File: config.mk
export PLATFORM = sky130hd
export DESIGN_NAME = div_arbiter
export DESIGN_NICKNAME = d
export VERILOG_FILES = /design/src/rtl/div_arbiter_pkg.sv /design/src/rtl/div_arbiter_rr_pick.sv /design/src/rtl/div_arbiter.sv
export SDC_FILE = /design/constraint.sdc
export NUM_CORES = 1
export LEC_CHECK = 0
export BUFFER_PORTS_ARGS = -buffer_cell sky130_fd_sc_hd__buf_4
export CAP_MARGIN = 0
export CORE_AREA = 2 2 126 128
export CTS_CLUSTER_DIAMETER = 120
export DETAILED_ROUTE_END_ITERATION = 12
export DIE_AREA = 0 0 128 130
export PLACE_DENSITY = 0.77
export SYNTH_ARGS = -nofsm -noshare
export SYNTH_HDL_FRONTEND = slang
export SYNTH_HIERARCHICAL = 1
export SYNTH_SLANG_ARGS = --single-unit
File: constraint.sdc
create_clock -name clk -period 3.2 [get_ports clk]
set_clock_uncertainty 0.2 [all_clocks]
set_input_delay 0.32 -clock clk [delete_from_list [all_inputs] [get_ports clk]]
set_output_delay 0.32 -clock clk [all_outputs]
set_load 0.005 [all_outputs]
File: src/rtl/div_arbiter_pkg.sv
// Shared types and constants for the four-requester divider arbiter.
// Holds the FSM encoding, response error codes and operand widths.
package div_arbiter_pkg;

  localparam int N_REQ      = 4;
  localparam int DIVISOR_W  = 16;
  localparam int DIVIDEND_W = 32;

  typedef enum logic [1:0] {
    IDLE  = 2'd0,
    ISSUE = 2'd1,
    WAIT  = 2'd2,
    RESP  = 2'd3
  } state_t;

  typedef enum logic [1:0] {
    ERR_OK      = 2'b00,
    ERR_DIV0    = 2'b01,
    ERR_TIMEOUT = 2'b10
  } rsp_err_t;

  // Zero divisor: all-ones quotient, or the untouched dividend as the remainder.
  function automatic logic [DIVIDEND_W-1:0] div0Result(input logic mode,
                                                       input logic [DIVIDEND_W-1:0] dividend);
    return mode ? dividend : '1;
  endfunction

endpackage

File: src/rtl/div_arbiter_rr_pick.sv
// Round-robin picker: the first active request at or after the pointer wins.
// Purely combinational; the grant is one-hot, or all zero when nothing is requested.
module rr_pick
  import div_arbiter_pkg::*;
(
  input  logic [N_REQ-1:0] req_i,
  input  logic [1:0]       ptr_i,
  output logic [N_REQ-1:0] grant_o,
  output logic [1:0]       idx_o
);

  logic [1:0] cand;
  logic       found;

  // Walk from the farthest offset down so the closest requester overwrites last.
  always_comb begin
    cand  = ptr_i;
    found = 1'b0;
    idx_o = ptr_i;
    for (int k = N_REQ - 1; k >= 0; k--) begin
      cand = ptr_i + 2'(k);
      if (req_i[cand]) begin
        idx_o = cand;
        found = 1'b1;
      end
    end
    grant_o = '0;
    if (found) begin
      grant_o[idx_o] = 1'b1;
    end
  end

endmodule

File: src/rtl/div_arbiter.sv
// Arbitrates four requesters onto one shared divider, one operation at a time.
// Zero divisors are answered locally; a stalled divider is reported as a timeout.
module div_arbiter
  import div_arbiter_pkg::*;
#(
  parameter int TIMEOUT_CYCLES = 200
) (
  input  logic                          clk,
  input  logic                          reset,
  input  logic [N_REQ-1:0]              req_valid,
  input  logic [N_REQ-1:0]              req_mode,
  input  logic [N_REQ*DIVISOR_W-1:0]    req_divisor,
  input  logic [N_REQ*DIVIDEND_W-1:0]   req_dividend,
  output logic [N_REQ-1:0]              req_ready,
  output logic [N_REQ-1:0]              rsp_valid,
  output logic [DIVIDEND_W-1:0]         rsp_result,
  output logic [1:0]                    rsp_err,
  output logic                          div_valid_in,
  output logic                          div_mode,
  output logic [DIVISOR_W-1:0]          div_divisor,
  output logic [DIVIDEND_W-1:0]         div_dividend,
  input  logic                          div_busy,
  input  logic                          div_valid_out,
  input  logic [DIVIDEND_W-1:0]         div_result
);

  localparam logic [7:0] TIMEOUT_LAST = 8'(TIMEOUT_CYCLES - 1);

  state_t                 state_q;
  logic [1:0]             rrPtr_q;
  logic [1:0]             rrPtr_d;
  logic [1:0]             owner_q;
  logic [7:0]             timeoutCnt_q;
  logic [7:0]             timeoutCnt_d;
  logic                   mode_q;
  logic [DIVISOR_W-1:0]   divisor_q;
  logic [DIVIDEND_W-1:0]  dividend_q;
  logic                   divValidIn_q;
  logic [N_REQ-1:0]       rspValid_q;
  logic [DIVIDEND_W-1:0]  rspResult_q;
  rsp_err_t               rspErr_q;

  logic [N_REQ-1:0]       pickGrant;
  logic [1:0]             pickIdx;
  logic                   selMode;
  logic [DIVISOR_W-1:0]   selDivisor;
  logic [DIVIDEND_W-1:0]  selDividend;
  logic [N_REQ-1:0]       ownerOneHot;

  rr_pick u_rr_pick (
    .req_i   (req_valid),
    .ptr_i   (rrPtr_q),
    .grant_o (pickGrant),
    .idx_o   (pickIdx)
  );

  assign selMode     = req_mode[pickIdx];
  assign selDivisor  = req_divisor[{pickIdx, 4'b0000} +: DIVISOR_W];
  assign selDividend = req_dividend[{pickIdx, 5'b00000} +: DIVIDEND_W];

  assign rrPtr_d      = owner_q + 2'd1;
  assign timeoutCnt_d = timeoutCnt_q + 8'd1;

  always_comb begin
    ownerOneHot          = '0;
    ownerOneHot[owner_q] = 1'b1;
  end

  // The grant has to land in the same cycle the request is seen, so it stays combinational.
  assign req_ready    = (state_q == IDLE) ? pickGrant : '0;
  assign rsp_valid    = rspValid_q;
  assign rsp_result   = rspResult_q;
  assign rsp_err      = rspErr_q;
  assign div_valid_in = divValidIn_q;
  assign div_mode     = mode_q;
  assign div_divisor  = divisor_q;
  assign div_dividend = dividend_q;

  always_ff @(posedge clk) begin
    if (reset) begin
      state_q      <= IDLE;
      rrPtr_q      <= '0;
      owner_q      <= '0;
      timeoutCnt_q <= '0;
      mode_q       <= 1'b0;
      divisor_q    <= '0;
      dividend_q   <= '0;
      divValidIn_q <= 1'b0;
      rspValid_q   <= '0;
      rspResult_q  <= '0;
      rspErr_q     <= ERR_OK;
    end else begin
      rspValid_q <= '0;
      case (state_q)
        IDLE: begin
          if (|req_valid) begin
            owner_q    <= pickIdx;
            mode_q     <= selMode;
            divisor_q  <= selDivisor;
            dividend_q <= selDividend;
            if (selDivisor == '0) begin
              rspResult_q <= div0Result(selMode, selDividend);
              rspErr_q    <= ERR_DIV0;
              rspValid_q  <= pickGrant;
              state_q     <= RESP;
            end else begin
              divValidIn_q <= 1'b1;
              state_q      <= ISSUE;
            end
          end
        end
        ISSUE: begin
          if (!div_busy) begin
            divValidIn_q <= 1'b0;
            timeoutCnt_q <= '0;
            state_q      <= WAIT;
          end
        end
        // A result arriving on the last counted cycle still beats the timeout.
        WAIT: begin
          if (div_valid_out) begin
            rspResult_q <= div_result;
            rspErr_q    <= ERR_OK;
            rspValid_q  <= ownerOneHot;
            state_q     <= RESP;
          end else if (timeoutCnt_q == TIMEOUT_LAST) begin
            rspResult_q <= '0;
            rspErr_q    <= ERR_TIMEOUT;
            rspValid_q  <= ownerOneHot;
            state_q     <= RESP;
          end else begin
            timeoutCnt_q <= timeoutCnt_d;
          end
        end
        RESP: begin
          rrPtr_q <= rrPtr_d;
          state_q <= IDLE;
        end
        default: state_q <= IDLE;
      endcase
    end
  end

endmodule

==> summary.md, run 1 <==
| Metric | Value |
|---|---|
| Status | `finished, violations left` |
| Violated checks | `negative setup slack` |
| Synth Area in Adders | `between 1.5 and 2%` |
| CP Cell Sequence | `nor2b_4, o22ai_2, a221oi_4, buf_6, buf_12, mux4_2, nor4_2, and4_1, buf_6, buf_4, and3_4, clkbuf_16, a221o_1` |
| Post-synthesis cell area | `6280 sq um` |
| Initial antenna violation count | `0` |
| Post-synthesis simple-gate area fraction | `a little under a fifth` |
| Mapped Avg Cell Area | `roughly 8.4 sq um` |
| Largest net degree at the start of global routing | `67` |
| Fillers | `1326` |
| RSZ-0062 raised after global routing | `true` |
| Crit-path slowest cell | `mux4_2` |
| Buffers on Ports | `327` |
| CTS tree | `built` |
| CP Capture Type | `flop` |
| Synth Register Bits | `~100` |
| Clock sinks | `about 100` |
| CP arrival | `3440 ps` |
| # rows | `46` |
| Clock Latency Late Sink | `350 ps` |
| Crit start category | `flop` |
| MaxCap Viol Count | `0` |
| Synth warn | `6` |
| Inserted Clock Buffers | `9` |
| CTS H-tree lvls | `3` |
| Hold/Removal Path Class | `input port to flop` |
| Non-Filler Instances | `between 1000 and 1500` |
| Initial Utilization | `about two fifths` |
| CORE AREA | `roughly 15000 sq um` |
| Post-Synth XOR/XNOR Area | `0.837%` |
| Root buf cell | `clkbuf_16` |
| Final net count | `1296` |
| Fmax | `0.299 GHz` |
| Slew Limit Headroom | `31.0%` |
| CP Max Fanout | `7` |
| Layout cell share with drive strength beyond 1 | `between 40 and 50%` |
| Congestion Overflow GR | `0` |
| GRT Util Overall | `between 20 and 30%` |
| Post-synth EDFFs | `0` |
| Drt pass-1 iters | `7` |
| Routability cong. | `a little under 0.9` |
| Io pins | `around 330` |
| Via density | `roughly 5.8` |
| Leakage | `about 0.0041 uW` |
| Drt drc | `0` |
| WL final | `25200 um` |
| Peak supply drop | `396 uV` |
| Wirelength per Cell | `20.2 um` |
| Setup Crit Path Kind | `flop to flop` |
| Min-delay src | `div_busy` |
| Most used DFF post-synth | `dfxtp_1` |
| Async SR Flop Fraction | `0%` |
| Pins Over Slew Limit | `0` |
| Vias in the first global route | `around 7000` |
| Area Overhead vs Synth | `51.2%` |
| Required time of the critical path | `~3300 ps` |
| Slowest stage delay, CP | `510 ps` |
| Global-route wire length before repair | `~38000 um` |
| Maximum clock path buffer count | `2` |
| Buffers & Inverters on Critical Path | `5` |
| Largest family of logic cells by synthesized area | `compound AO/OA/AOI/OAI gates` |
| Netlist cell types | `between 40 and 50` |
| DR vias | `7253` |
| Setup violators final | `34` |
| Top cell by count, worst path | `buf_6` |
| Tot Pwr | `~5800 uW` |
| Die Span Y | `about 130 um` |
| Inserted Diodes | `0` |
| Placed cell count | `1223` |
| Mapped Nets | `990` |
| CP Launch Point | `rrPtr_q[0]` |
| Die W | `around 130 um` |
| Mux cell area share after synthesis | `between 10% and 20%` |
| Tmin final | `approximately 3300 ps` |
| Syn Inst Count | `about 750` |
| Final Cycle Share | `104%` |
| Largest delay contributor family on the critical path | `simple AND/OR/NAND/NOR gates` |
| Reg-to-Reg Start | `rrPtr_q[0]` |
| Slew @ Worst Pin | `about 1000 ps` |
| Seq/Total Area, Yosys | `roughly a third` |
| Power Dens Cells | `just over 600 nW/um^2` |
| Initial DRC count | `592` |
| Clock slew at reported path FFs | `70 ps` |
| Compound-Gate Fraction of Synth Area | `21.5%` |
| HPWL after DPL | `18600 um` |
| Min setup slack post-route | `-140 ps` |
| Die ar. | `between 15000 and 20000 sq um` |
| Routed Antenna Nets | `0` |
| Final hold violations | `0` |
-- cell type report --
cell class	instances	area, sq um	area share [%]
timing repair buffer	369	2950	31.0
clock buffer	14	274	2.89
clock inverter	2	38.8	0.409
sequential	102	2040	21.5
tap	192	240	2.53
inverter	13	48.8	0.514
multi-input combinational	556	3900	41.1
-- worst min-delay path, stage by stage --
cell	delay (ps)
buf_4	100
a2111oi_0	50
o2bb2ai_1	100
-- layer usage --
metal / track usage, % / share of wire, % / vias to the layer above
li1: - / - / 3364
met1: 39.2 / 41 / 3468
met2: 47.4 / 48 / 370
met3: 6.56 / 7.8 / 51
met4: 11.4 / 3.7 / 0
met5: 0 / 0 / -
-- final timing paths --
check                                         to  slack (ps)  cells past startpoint
worst min-delay path                div_valid_in          60                      3
worst max-delay path               rsp_result[9]        -140                     13
worst min register to register  div_dividend[22]         250                      2
worst max register to register     rsp_result[9]        -140                     13
-- cell usage after synthesis, types with 4 or more instances --
library cell / instances / area [sq um]
a21oi_1: 102 / 510
nand2_1: 145 / 544
inv_1: 13 / 48.8
nor4_1: 6 / 37.5
clkbuf_1: 56 / 210
xor2_1: 6 / 52.6
mux2i_1: 5 / 50.1
nor2_1: 20 / 75.1
ha_1: 9 / 113
nand2b_1: 4 / 25.0
mux4_2: 48 / 1080
buf_2: 7 / 35.0
dfxtp_1: 102 / 2040
nor3_1: 14 / 70.1
nand3_1: 62 / 310
o2111ai_1: 4 / 35.0
buf_6: 8 / 90.1
and2_1: 8 / 50.1
o21ai_0: 57 / 285
a221o_1: 32 / 320
-- repair_timing --
action | CTS | global route
setup buffers | 5 | 0
pin swaps | 13 | 1
hold buffers | 0 | 0
resized for setup | 13 | 1
cloned | 3 | 1
setup endpoints to repair | 34 | 40
-- placed cells by master (no fill, tap or decap), drive strengths merged, types with 2 or more instances in the layout --
cell type,n
a211oi,2
a21oi,102
a221o,32
a221oi,2
and2,8
and3,2
buf,368
clkbuf,15
dfxtp,102
ha,9
inv,13
mux2i,5
mux4,48
nand2,145
nand2b,4
nand3,62
nor2,20
nor2b,2
nor3,15
nor4,6
o2111ai,4
o211ai,2
o21a,2
o21ai,58
o22ai,2
o311ai,2
xor2,6
-- state kept, by name, summed over array words and instances, names as in the netlist --
signal / flops
state_q: 2
timeoutCnt_q: 8
rsp_result: 32
div_mode: 1
owner_q: 2
rsp_err: 2
rrPtr_q: 2
div_valid_in: 1
div_dividend: 32
rsp_valid: 4
div_divisor: 16
-- cells by family (layout without fill, tap and decap cells) --
family	after synthesis	in the layout
AO/OA/AOI/OAI	219	219
XOR/XNOR	6	6
adder cells (fa/ha/maj)	9	9
buffers and inverters	87	398
flip-flops	102	102
multiplexers	54	54
AND/OR/NAND/NOR	268	268
-- stage by stage --
stage	TNS, ps	setup WS, ps	utilization, %	hold WS [ps]	instance area (sq um)
global route	-6550	-206	61.6	74.3	9490
CTS	-1740	-78.4	61.4	54.8	9470
detailed placement	-8550	-265	58.3	247	8990
floorplan	0	35.9	-	253	6280
global placement	-6970	-211	58.3	243	8990
finish	-3960	-140	61.6	58.8	9490
-- power by group --
group / leakage (uW) / switching, uW / internal (uW)
clock: 0.000153 / 499 / 674
sequential: 0.000834 / 173 / 1550
combinational: 0.00310 / 1640 / 1280
Power figures use the tool's default switching activity.
==> run 2, diff against run 1 <==
--- a/config.mk
+++ b/config.mk
@@ -11,7 +11,9 @@
 export CTS_CLUSTER_DIAMETER = 120
 export DETAILED_ROUTE_END_ITERATION = 12
 export DIE_AREA = 0 0 128 130
+export MAX_ROUTING_LAYER = met4
 export PLACE_DENSITY = 0.77
+export SETUP_SLACK_MARGIN = 0.5
 export SYNTH_ARGS = -nofsm -noshare
 export SYNTH_HDL_FRONTEND = slang
 export SYNTH_HIERARCHICAL = 1
==> run 2 against run 1 <==
Net effect: the flow still finishes with violations (negative setup slack); register-to-register slack better by 20 ps; count of clock-buffer cells in the layout stayed put; critical path depth is 1 lower; worst hold slack better by 38 ps; via count is 0.66% higher; power is 3.3% higher; sequential power hardly changed; global-route usage is 0.24 points higher; first-iteration DRC count is 34% higher; utilization is 2.0 points higher; largest power group unchanged.
==> summary.md, run 2 (synthesis gave the netlist of run 1 again) <==
| Metric | Value |
|---|---|
| Status | `finished, violations left (unchanged)` |
| Violated checks | `negative setup slack (unchanged)` |
| Fillers | `1270 (was 1326)` |
| Die Span Y | `130 um (unchanged)` |
| Setup Crit Path Kind | `flop to flop (unchanged)` |
| Routability cong. | `0.924 (was 0.885)` |
| # rows | `46 (unchanged)` |
| Via density | `5.75 (was 5.81)` |
| Drt drc | `0 (unchanged)` |
| CP arrival | `3370 ps (was 3440 ps)` |
| CP Max Fanout | `8 (was 7)` |
| Min setup slack post-route | `-118 ps (was -140 ps)` |
| Top cell by count, worst path | `buf_6 (unchanged)` |
| Crit start category | `flop (unchanged)` |
| Footprint of the multi-input gates | `3990 sq um (was 3900 sq um)` |
| Required time of the critical path | `3250 ps (was 3300 ps)` |
| Die ar. | `16600 sq um (unchanged)` |
| Power Dens Cells | `613 nW/um^2 (was 612 nW/um^2)` |
| Setup violators final | `34 (unchanged)` |
| Area occupied by registers | `2050 sq um (was 2040 sq um)` |
| Hold_buf cts | `0 (unchanged)` |
| Clock Latency Late Sink | `350 ps (about the same)` |
| CORE AREA | `15400 sq um (unchanged)` |
| Initial antenna violation count | `0 (unchanged)` |
| Critical R2R Capture | `rsp_result[9] (unchanged)` |
| Peak supply drop | `463 uV (was 396 uV)` |
| Slew Limit Headroom | `23.0% (was 31.0%)` |
| Clock sinks | `102 (unchanged)` |
| GRT Util Overall | `29.8% (was 29.5%)` |
| Crit-path slowest cell | `mux4_2 (unchanged)` |
| CP Capture Type | `flop (unchanged)` |
| Root buf cell | `clkbuf_16 (unchanged)` |
| Wirelength per Cell | `20.6 um (was 20.2 um)` |
| Buffers on Ports | `327 (unchanged)` |
| Initial DRC count | `791 (was 592)` |
| MaxCap Viol Count | `0 (unchanged)` |
| CTS H-tree lvls | `3 (unchanged)` |
| Die W | `128 um (unchanged)` |
| Maximum clock path buffer count | `2 (unchanged)` |
| Hold/Removal Path Class | `input port to flop (unchanged)` |
| Final net count | `1317 (was 1296)` |
| Vias in the first global route | `6711 (was 6952)` |
| Layout cell share with drive strength beyond 1 | `45.2% (was 42.4%)` |
| Hold depth | `3 (unchanged)` |
| CTS tree | `built (unchanged)` |
| CP Cell Sequence | `nor2b_4, o22ai_2, a221oi_4, buf_6, buf_16, mux4_2, nor4_4, and4_1, buf_6, nor3_4, clkbuf_16, a221o_1 (was nor2b_4, o22ai_2, a221oi_4, buf_6, buf_12, mux4_2, nor4_2, and4_1, buf_6, buf_4, and3_4, clkbuf_16, a221o_1)` |
| Final hold violations | `0 (unchanged)` |
| Global-route wire length before repair | `37000 um (was 38200 um)` |
| Inserted Diodes | `0 (unchanged)` |
| Cells on worst reg2reg path | `12 (was 13)` |
| Min-delay src | `div_busy (unchanged)` |
| Reg-to-Reg Start | `rrPtr_q[0] (unchanged)` |
| Final Cycle Share | `104% (about the same)` |
| Inserted Clock Buffers | `9 (unchanged)` |
| Setup TNS | `-3130 ps (was -3960 ps)` |
| Io pins | `328 (unchanged)` |
| Congestion Overflow GR | `0 (unchanged)` |
| Initial Utilization | `40.7% (unchanged)` |
| HPWL after DPL | `18700 um (was 18600 um)` |
| Clock slew at reported path FFs | `70 ps (about the same)` |
| Slew @ Worst Pin | `1150 ps (was 1030 ps)` |
| Routed Antenna Nets | `0 (unchanged)` |
| Hold slack | `97.3 ps (was 58.8 ps)` |
| Util after Layout | `63.5% (was 61.6%)` |
| Worst Hold End | `div_valid_in (unchanged)` |
| Drt pass-1 iters | `5 (was 7)` |
| DR vias | `7301 (was 7253)` |
| Largest net degree at the start of global routing | `66 (was 67)` |
| WL final | `26100 um (was 25200 um)` |
| RSZ-0062 raised after global routing | `true (unchanged)` |
| Flop-to-flop setup slack | `-120 ps (was -140 ps)` |
| Slowest stage delay, CP | `560 ps (was 510 ps)` |
| Area Overhead vs Synth | `56.1% (was 51.2%)` |
| Tmin final | `3320 ps (was 3340 ps)` |
| Most common cell after layout, fill and taps aside | `buf_4 (unchanged)` |
| Leakage | `0.00422 uW (was 0.00409 uW)` |
| Fmax | `0.301 GHz (was 0.299 GHz)` |
| Pins Over Slew Limit | `0 (unchanged)` |
| Most frequent cells in the layout | `buf_4, nand2_1, dfxtp_1 (was buf_4, nand2_1, a21oi_1, dfxtp_1, nand3_1)` |
run 2: metal layers:
layer	global-route usage, %	wire length, um	vias to the layer above
met3	6.89	2130	60
met4	10.6	988	0
met5	-	0	-
li1	-	-	3402
met1	39.7	10800	3464
met2	44.6	12200	375
run 2: worst max path at each step:
stage	startpoint	to	cells past startpoint
after floorplan	rrPtr_q[0]	rsp_result[27]	11
after global placement	req_valid[2]	rsp_result[26]	12
after detailed placement	req_valid[2]	rsp_result[24]	12
after CTS	rrPtr_q[1]	rsp_result[0]	13
after global routing	rrPtr_q[0]	rsp_result[23]	12
final	rrPtr_q[0]	rsp_result[9]	12
run 2: timing repair:
item	CTS	global route
resized for setup	16	31
pin swaps	4	8
endpoints found under the setup margin	59	69
cloned	2	6
buffers inserted	5	12
run 2: area by class of cell:
cell class              count  area share (%)
repair buffers            389            32.3
clock inverters             2           0.128
inverters                  13           0.498
clock buffers              14            3.00
multi-input cells         557            40.7
flip-flops and latches    102            20.9
well taps                 192            2.45
run 2: worst max-delay path: cells and delay by family, from the launching register on:
family | cells | cell delay, ps
and+or+nand+nor | 4 | 760
muxes | 1 | 560
AOI/OAI and AO/OA | 3 | 710
DFF | 1 | 360
buffers and inverters | 4 | 620
run 2: through the flow:
step | setup WS (ps) | cell area, sq um | cells | power [uW]
after global placement | -175 | 9020 | 1228 | 4570
after detailed placement | -188 | 9020 | 1228 | 4610
after floorplan | 213 | 6320 | 745 | 3310
final | -118 | 9800 | 1269 | 6010
after global routing | -254 | 9800 | 1269 | 6330
after CTS | -60.8 | 9460 | 1251 | 5790
run 2: power by group:
part	leakage, uW	internal [uW]	switching [uW]
Sequential	0.000835	1550	173
Clock	0.000151	634	498
Combinational	0.00324	1400	1750
==> run 3, diff against run 2 <==
--- a/config.mk
+++ b/config.mk
@@ -5,14 +5,13 @@
 export SDC_FILE = /design/constraint.sdc
 export NUM_CORES = 1
 export LEC_CHECK = 0
-export BUFFER_PORTS_ARGS = -buffer_cell sky130_fd_sc_hd__buf_4
 export CAP_MARGIN = 0
-export CORE_AREA = 2 2 126 128
+export CORE_AREA = 2 2 129 131
 export CTS_CLUSTER_DIAMETER = 120
 export DETAILED_ROUTE_END_ITERATION = 12
-export DIE_AREA = 0 0 128 130
+export DIE_AREA = 0 0 131 133
+export DONT_BUFFER_PORTS = 1
 export MAX_ROUTING_LAYER = met4
-export PLACE_DENSITY = 0.77
 export SETUP_SLACK_MARGIN = 0.5
 export SYNTH_ARGS = -nofsm -noshare
 export SYNTH_HDL_FRONTEND = slang
==> run 3 against run 2 <==
Net effect: the flow still finishes with violations (negative setup slack); final cell count is 24% lower; worst setup slack got worse by 13 ps; global-route usage fell by 3.4 points; count of clock-buffer cells in the layout shrank 2; clock power rose by 7%; utilization decreased by 18 points; sequential share of layout area increased by 7.1 points; fmax down 0.40%; register-to-register slack about the same; sequential cell count stayed put; largest power group unchanged.
==> summary.md, run 3 (synthesis gave the netlist of run 1 again) <==
| Metric | Value |
|---|---|
| Inserted Clock Buffers | `9 (unchanged)` |
| HPWL after DPL | `16700 um (was 18700 um)` |
| CP Launch Point | `rrPtr_q[0] (unchanged)` |
| Clock slew at reported path FFs | `70 ps (about the same)` |
| Fmax | `0.300 GHz (was 0.301 GHz)` |
| Slowest stage delay, CP | `530 ps (was 560 ps)` |
| DR vias | `6238 (was 7301)` |
| Largest delay contributor family on the critical path | `simple AND/OR/NAND/NOR gates (unchanged)` |
| Io pins | `328 (unchanged)` |
| Power Dens Cells | `738 nW/um^2 (was 613 nW/um^2)` |
| Int Pwr | `3160 uW (was 3580 uW)` |
| Setup TNS | `-3390 ps (was -3130 ps)` |
| GRT Util Overall | `26.4% (was 29.8%)` |
| CTS tree | `built (unchanged)` |
| Routed Antenna Nets | `0 (unchanged)` |
| Tmin final | `3330 ps (was 3320 ps)` |
| Sw frac | `41.4% (was 40.3%)` |
| Initial Utilization | `38.8% (was 40.7%)` |
| Combinational power share | `44.0% (was 52.5%)` |
| Slew @ Worst Pin | `922 ps (was 1150 ps)` |
| Initial DRC count | `679 (was 791)` |
| Flop-to-flop setup slack | `-130 ps (was -120 ps)` |
| Drt pass-1 iters | `7 (was 5)` |
| # rows | `47 (was 46)` |
| Area Overhead vs Synth | `16.5% (was 56.1%)` |
| Sequential power share | `33.5% (was 28.7%)` |
| Tot Pwr | `5400 uW (was 6010 uW)` |
| Congestion Overflow GR | `0 (unchanged)` |
| Most common cell after layout, fill and taps aside | `nand2_1 (was buf_4)` |
| RSZ-0062 raised after global routing | `true (unchanged)` |
| Layout cell share with drive strength beyond 1 | `18.7% (was 45.2%)` |
| Die Span Y | `133 um (was 130 um)` |
| Design area | `7310 sq um (was 9800 sq um)` |
| CP Capture Type | `flop (unchanged)` |
| Clk pwr share | `22.4% (was 18.8%)` |
| Global-route wire length before repair | `34000 um (was 37000 um)` |
| Slew Limit Headroom | `38.0% (was 23.0%)` |
| Leakage | `0.00259 uW (was 0.00422 uW)` |
| Required time of the critical path | `3240 ps (was 3250 ps)` |
| Via density | `6.46 (was 5.75)` |
| Reg-to-Reg Start | `rrPtr_q[0] (unchanged)` |
| Drt drc | `0 (unchanged)` |
| Setup Crit Path Kind | `flop to flop (unchanged)` |
| Final net count | `985 (was 1317)` |
| CP Cell Sequence | `nor2b_4, o22ai_2, a221oi_4, buf_6, buf_12, buf_4, mux4_2, nor4_2, and4_1, buf_6, nor3_4, buf_12, a221o_1 (was nor2b_4, o22ai_2, a221oi_4, buf_6, buf_16, mux4_2, nor4_4, and4_1, buf_6, nor3_4, clkbuf_16, a221o_1)` |
| Largest net degree at the start of global routing | `67 (was 66)` |
| Clock Latency Late Sink | `350 ps (about the same)` |
| MaxCap Viol Count | `0 (unchanged)` |
| Min setup slack post-route | `-132 ps (was -118 ps)` |
| Crit-path slowest cell | `mux4_2 (unchanged)` |
| Crit start category | `flop (unchanged)` |
| CP arrival | `3370 ps (about the same)` |
| Violated checks | `negative setup slack (unchanged)` |
| WL final | `24200 um (was 26100 um)` |
| CTS H-tree lvls | `3 (unchanged)` |
| Initial antenna violation count | `2 (was 0)` |
| Buffers & Inverters on Critical Path | `5 (was 4)` |
| Switching power | `2230 uW (was 2420 uW)` |
| Wirelength per Cell | `25.1 um (was 20.6 um)` |
| Final Cycle Share | `104% (about the same)` |
| WP depth | `13 (was 12)` |
| Clock sinks | `102 (unchanged)` |
| Most frequent cells in the layout | `nand2_1, a21oi_1, dfxtp_1 (was buf_4, nand2_1, dfxtp_1)` |
| Buffers on Ports | `0 (was 327)` |
| Critical R2R Capture | `rsp_result[24] (was rsp_result[9])` |
| Peak supply drop | `422 uV (was 463 uV)` |
| Hold/Removal Path Class | `input port to flop (unchanged)` |
| Placement Cell Area | `6570 sq um (was 9020 sq um)` |
| Vias in the first global route | `5715 (was 6711)` |
| Status | `finished, violations left (unchanged)` |
| Critical Path End | `rsp_result[24] (was rsp_result[9])` |
| Die ar. | `17400 sq um (was 16600 sq um)` |
| Maximum clock path buffer count | `2 (unchanged)` |
| Routability cong. | `0.910 (was 0.924)` |
| Cells on worst reg2reg path | `13 (was 12)` |
| Root buf cell | `clkbuf_16 (unchanged)` |
| CORE AREA | `16200 sq um (was 15400 sq um)` |
| CP Max Fanout | `9 (was 8)` |
| Die W | `131 um (was 128 um)` |
| Pins Over Slew Limit | `0 (unchanged)` |
| Final hold violations | `0 (unchanged)` |
| Setup violators final | `35 (was 34)` |
[run 3: how the worst min path moves through the flow]
stage,to,cells after the start,start,slack (ps)
floorplan,div_dividend[0],2,div_dividend[0],250
global placement,div_dividend[29],1,reset,210
detailed placement,div_dividend[9],1,reset,210
CTS,rsp_result[6],2,reset,0.6
global route,rsp_result[12],2,reset,3
finish,rsp_result[24],2,reset,10
[run 3: final cells by class]
class                   instances  area (sq um)
clock inverters                 3          47.5
flip-flops and latches        102          2050
clock buffers                  12           278
well taps                     220           275
repair buffers                 58           688
multi-input cells             556          3930
inverters                      13          48.8
diodes                          2          5.00
fillers                      1569          8860
[run 3: power groups by stage]
| stage | Sequential (uW) | Combinational (uW) | Clock [uW] |
|---|---|---|---|
| floorplan | 1740 | 1570 | 0 |
| CTS | 1810 | 2170 | 1230 |
| finish | 1810 | 2380 | 1210 |
| detailed placement | 1840 | 2140 | 0 |
| global route | 1850 | 2600 | 1280 |
| global placement | 1830 | 2100 | 0 |
[run 3: what timing repair did]
item	in CTS	in global routing
setup endpoints to repair	41	78
cloned	0	8
hold endpoints to repair	58	0
gates resized for setup	1	16
hold buffers	3	0
buffers inserted	2	11
pin swaps	0	2
[run 3: per-layer routing]
metal,wire length [um],vias to the layer above,global-route usage [%]
li1,-,2741,-
met4,665,0,8.51
met3,2560,53,7.68
met2,11100,427,37.7
met1,9910,3017,35.9
met5,0,-,-
[run 3: stage by stage]
step	std cells	hold slack, ps	util, %	worst slack (ps)
2_1_floorplan	745	253	-	213
3_3_place_gp	925	210	40.6	-47.1
3_5_place_dp	925	209	40.6	-92.3
4_1_cts	945	0.614	43.1	-80.1
5_1_grt	966	2.65	45.2	-218
6_report	966	13.3	45.2	-132
